### src/rtl/serial_adder.sv
// Bit-serial adder: one full-adder cell, LSB first, WIDTH+1 cycles per result plus one DONE cycle.
// Optional signed-overflow output Ovf is enabled by defining SERIAL_ADDER_OVF_EN.
module serial_adder #(
  parameter int unsigned WIDTH = 8
) (
  input  logic             clk,
  input  logic             reset,
  input  logic             start,
  input  logic [WIDTH-1:0] A,
  input  logic [WIDTH-1:0] B,
  input  logic             Ci,
  output logic             busy,
  output logic             done,
  output logic [WIDTH-1:0] Y,
  output logic             Co
`ifdef SERIAL_ADDER_OVF_EN
  ,
  output logic             Ovf
`endif
);

  localparam int unsigned CW = $clog2(WIDTH);

  typedef enum logic [1:0] {StIdle, StRun, StDone} state_e;

  state_e           state_q, state_d;
  logic [WIDTH-1:0] a_q, a_d, b_q, b_d, res_q, res_d, y_q, y_d;
  logic [CW-1:0]    cnt_q, cnt_d;
  logic             c_q, c_d, co_q, co_d;
  logic             sum_bit, carry_bit, last_bit;

  assign sum_bit   = a_q[0] ^ b_q[0] ^ c_q;
  assign carry_bit = (a_q[0] & b_q[0]) | (a_q[0] & c_q) | (b_q[0] & c_q);
  assign last_bit  = (cnt_q == CW'(WIDTH - 1));

`ifdef SERIAL_ADDER_OVF_EN
  logic ovf_q, ovf_d;
`endif

  always_comb begin
    state_d = state_q;
    a_d     = a_q;
    b_d     = b_q;
    c_d     = c_q;
    res_d   = res_q;
    cnt_d   = cnt_q;
    y_d     = y_q;
    co_d    = co_q;
`ifdef SERIAL_ADDER_OVF_EN
    ovf_d   = ovf_q;
`endif
    case (state_q)
      StIdle: begin
        if (start) begin
          a_d     = A;
          b_d     = B;
          c_d     = Ci;
          cnt_d   = '0;
          state_d = StRun;
        end
      end
      StRun: begin
        a_d   = a_q >> 1;
        b_d   = b_q >> 1;
        c_d   = carry_bit;
        res_d = {sum_bit, res_q[WIDTH-1:1]};
        if (last_bit) begin
          // Outputs are published only here so partial sums never reach Y.
          y_d     = {sum_bit, res_q[WIDTH-1:1]};
          co_d    = carry_bit;
`ifdef SERIAL_ADDER_OVF_EN
          ovf_d   = c_q ^ carry_bit;
`endif
          state_d = StDone;
        end else begin
          cnt_d = cnt_q + CW'(1);
        end
      end
      StDone:  state_d = StIdle;
      default: state_d = StIdle;
    endcase
  end

  always_ff @(posedge clk or posedge reset) begin
    if (reset) begin
      state_q <= StIdle;
      a_q     <= '0;
      b_q     <= '0;
      c_q     <= 1'b0;
      res_q   <= '0;
      cnt_q   <= '0;
      y_q     <= '0;
      co_q    <= 1'b0;
    end else begin
      state_q <= state_d;
      a_q     <= a_d;
      b_q     <= b_d;
      c_q     <= c_d;
      res_q   <= res_d;
      cnt_q   <= cnt_d;
      y_q     <= y_d;
      co_q    <= co_d;
    end
  end

`ifdef SERIAL_ADDER_OVF_EN
  always_ff @(posedge clk or posedge reset) begin
    if (reset) begin
      ovf_q <= 1'b0;
    end else begin
      ovf_q <= ovf_d;
    end
  end

  assign Ovf = ovf_q;
`endif

  assign busy = (state_q != StIdle);
  assign done = (state_q == StDone);
  assign Y    = y_q;
  assign Co   = co_q;

endmodule

### config.mk
export PLATFORM = sky130hd
export DESIGN_NAME = serial_adder
export DESIGN_NICKNAME = d
export VERILOG_FILES = /design/src/rtl/serial_adder.sv
export SDC_FILE = /design/constraint.sdc
export NUM_CORES = 1
export LEC_CHECK = 0
export BUFFER_PORTS_ARGS = -buffer_cell sky130_fd_sc_hd__buf_2
export CAP_MARGIN = 20
export CELL_PAD_IN_SITES_DETAIL_PLACEMENT = 1
export CELL_PAD_IN_SITES_GLOBAL_PLACEMENT = 1
export CORE_AREA = 2 2 71 73
export DETAILED_ROUTE_END_ITERATION = 7
export DIE_AREA = 0 0 73 75
export PLACE_DENSITY = 0.72
export RECOVER_POWER = 100
export SLEW_MARGIN = 5
export SYNTH_ARGS = -nofsm -noshare
export SYNTH_HDL_FRONTEND = slang
export SYNTH_SLANG_ARGS = --single-unit
### constraint.sdc
create_clock -name clk -period 1.6 [get_ports clk]
set_clock_uncertainty 0.05 [all_clocks]
set_input_delay 0.32 -clock clk [delete_from_list [all_inputs] [get_ports clk]]
set_output_delay 0.32 -clock clk [all_outputs]
set_load 0.01 [all_outputs]
==> metrics.md <==
| Metric | Value |
|---|---|
| Final Non-Filler Cells | `254` |
| Setup TNS Final | `0 ns` |
| Layout Utilization | `50.9%` |
| Post-Syn Instances | `151` |
| # clock sinks | `38` |
| Overall Power | `4.61 mW` |
| H-tree levels | `2` |
| CTS clk-pin slew, worst paths | `0.08 ns` |
| Async SR Flop Fraction | `100%` |
| Area Overhead vs Synth | `28.3%` |
| Period minus WS final | `1.58 ns` |
| EDFF count, synth | `0` |
| Ys Warns | `0` |
| Worst hold slack | `0.250 ns` |
| Crit Path Class | `flop to flop` |
| Die X | `73 microns` |
| I/O Buffers | `30` |
| Post-synthesis cell type count | `30` |
| Unrepaired setup endpoints after global routing | `true` |
| Status | `finished clean` |
| CP endpoint kind | `flop` |
| Routed Antenna Nets | `0` |
| Critical R2R Launch | `cnt_q[0]` |
| Post-Syn Area | `1850 sq um` |
| Final wirelength | `4370 microns` |
| # IOs | `31` |
| Pre-CTS WS | `-0.0173 ns` |
| Final WS setup | `0.0196 ns` |
| Post-Synthesis Net Count | `174` |
| CTS buffer count | `5` |
| DR pass1 iterations | `5` |
| CP max FO | `5` |
| Register area share after synthesis | `51.4%` |
| DRT iter0 DRCs | `137` |
| Placed insts | `233` |
| Final estimated routing congestion in global placement | `0.712` |
| Crit. Startpoint | `cnt_q[0]` |
| Initial antenna violation count | `0` |
| Final Net Count | `222` |
| Vias in the first global route | `1476` |
| CTS hold repair buffers | `0` |
| Max cap viols | `0` |
| Worst-margin pin slew | `0.928 ns` |
| Row count | `25` |
| Starting Density | `39.7%` |
| Fmax | `0.633 GHz` |
| Sw Ratio | `34.0%` |
| Clock Latency Late Sink | `0.29 ns` |
| Clk pwr share | `21.2%` |
| Crit path DAT | `1.70 ns` |
| Synth Area per Inst | `12.2 sq um` |
| Die Area | `5480 sq um` |
| Worst endpoint required time | `1.72 ns` |
| CTS tree | `yes` |
| Clk Tree Root Cell | `clkbuf_8` |
| Setup Viol. Count Final | `0` |
| Area after DPL | `2100 sq um` |
| Clk buf depth | `2` |
| Share of post-route cells with drive strength above 1 | `34.0%` |
| Internal power | `3.04 mW` |
| Hold Crit Class | `primary input to asynchronous set/reset pin` |
| Slew Limit Headroom | `38.1%` |
| Detail Placement HPWL | `2960 microns` |
| Vias | `1364` |
| Main synth FF type | `dfrtp_1` |
| GR Overflow Total | `0` |
| N_diodes | `0` |
| Comb pwr share | `41.9%` |
| Seq pwr share | `36.9%` |
| WL per Instance | `17.2 microns` |
| CORE AREA | `4660 sq um` |
| Peak supply drop | `621 uV` |
| Flops & latches, synth | `38` |
| First-pass GRT wire length | `7380 microns` |
| Die height | `75 microns` |
| Fin crit share | `98.8%` |
| Leak | `1.07 nW` |
| Tot GR Track Use | `17.9%` |
| P per Cell Area | `1940 nW/um^2` |
| Startpoint Class | `flop` |
| Slew Viols, Final | `0` |
| Largest net degree at the start of global routing | `39` |
| Final Instance Area | `2370 sq um` |
| Sw power | `1.57 mW` |
| Final Hold Viols | `0` |
| DRC errors left | `0` |
| Vias per cell | `5.37` |
==> per-layer routing <==
| metal | wire (microns) | GRT usage [%] | vias to the layer above |
|---|---|---|---|
| li1 | - | - | 634 |
| met1 | 1910 | 23.3 | 686 |
| met2 | 2210 | 29.7 | 39 |
| met3 | 215 | 4.55 | 5 |
| met4 | 44 | 4.94 | 0 |
| met5 | 0 | 0 | - |
==> synth_stat cells (2+ instances only) <==
master    count  share of area (%)
a211oi_1      3                1.2
a211oi_2      4                2.7
a221oi_2      3                2.4
a222oi_1      4                2.2
a32o_1        2                1.1
buf_2         7                1.9
buf_6         3                1.8
dfrtp_1      38                 51
ha_1          2                1.4
inv_1        19                3.9
mux2_1       16                9.7
nand2b_1      5                1.7
nand3_1       2               0.54
nor2_1        4               0.81
nor2b_1       6                2.0
nor3b_1       7                2.8
nor4b_1      12                5.7
o221ai_1      2               0.95
==> state kept, by name (all words and copies together) (netlist names) <==
| register | cells |
|---|---|
| Y | 8 |
| a_q | 8 |
| b_q | 8 |
| res_q | 7 |
| cnt_q | 3 |
| state_q | 2 |
| Co | 1 |
| c_q | 1 |
==> power by group through the flow <==
stage          logic (mW)  registers [mW]  clock network (mW)
6_report             1.93            1.70               0.977
3_5_place_dp         1.68            1.73                   0
2_1_floorplan        1.17            1.67                   0
4_1_cts              1.77            1.70                1.01
5_1_grt              2.14            1.77                1.06
3_3_place_gp         1.58            1.68                   0
==> layout by cell type (no fill, tap or decap), types with 2 or more instances in the layout <==
cell and n:
a211oi_1 3, a211oi_2 4, a221oi_2 3, a222oi_1 4
a32o_1 2, buf_12 3, buf_2 21, buf_4 17
bufinv_16 2, clkbuf_1 9, clkbuf_8 5, dfrtp_1 36
dfrtp_2 2, inv_1 19, mux2_1 16, nand2b_1 5
nand3_1 2, nor2_1 4, nor2b_1 5, nor3b_1 7
nor4b_1 10, nor4b_2 2, o221ai_1 2
==> path summary, 6_finish.rpt <==
kind	endpoint	slack, ns	depth (start not counted)
setup / recovery	cnt_q[0]	0.02	5
hold / removal	Y[0]	0.25	3
setup reg to reg	cnt_q[0]	0.02	5
hold reg to reg	Y[3]	0.44	1
max in group asynchronous	state_q[0]	0.62	3
min in group clk	b_q[7]	0.25	2
==> worst max-delay path, cell delays in order (launching register included) <==
cell and delay (ns):
dfrtp_1 0.41, ha_2 0.19, ha_1 0.19, buf_4 0.16
and3_1 0.18, a211o_1 0.28
==> area by class of cell <==
type                    count  area [sq um]
inverters                  20          75.1
multi-input cells          81           771
well taps                  54          67.6
flip-flops and latches     38           953
clock inverters             3          68.8
clock buffers               5          68.8
repair buffers             53           368
fillers                   508          2290
==> cell families after synthesis <==
kind of cell / synth area share [%]
and+or+nand+nor: 14.7
DFF: 51.4
buffers and inverters: 8.39
AOI/OAI and AO/OA: 13.3
muxes: 9.74
adders and majority gates: 2.44
==> timing repair <==
action,CTS,global route
gates resized for setup,4,4
endpoints found under the hold margin,0,0
buffers inserted,3,9
pin swaps,0,0
setup endpoints to repair,8,9
cloned,0,1
Power figures use the tool's default switching activity.
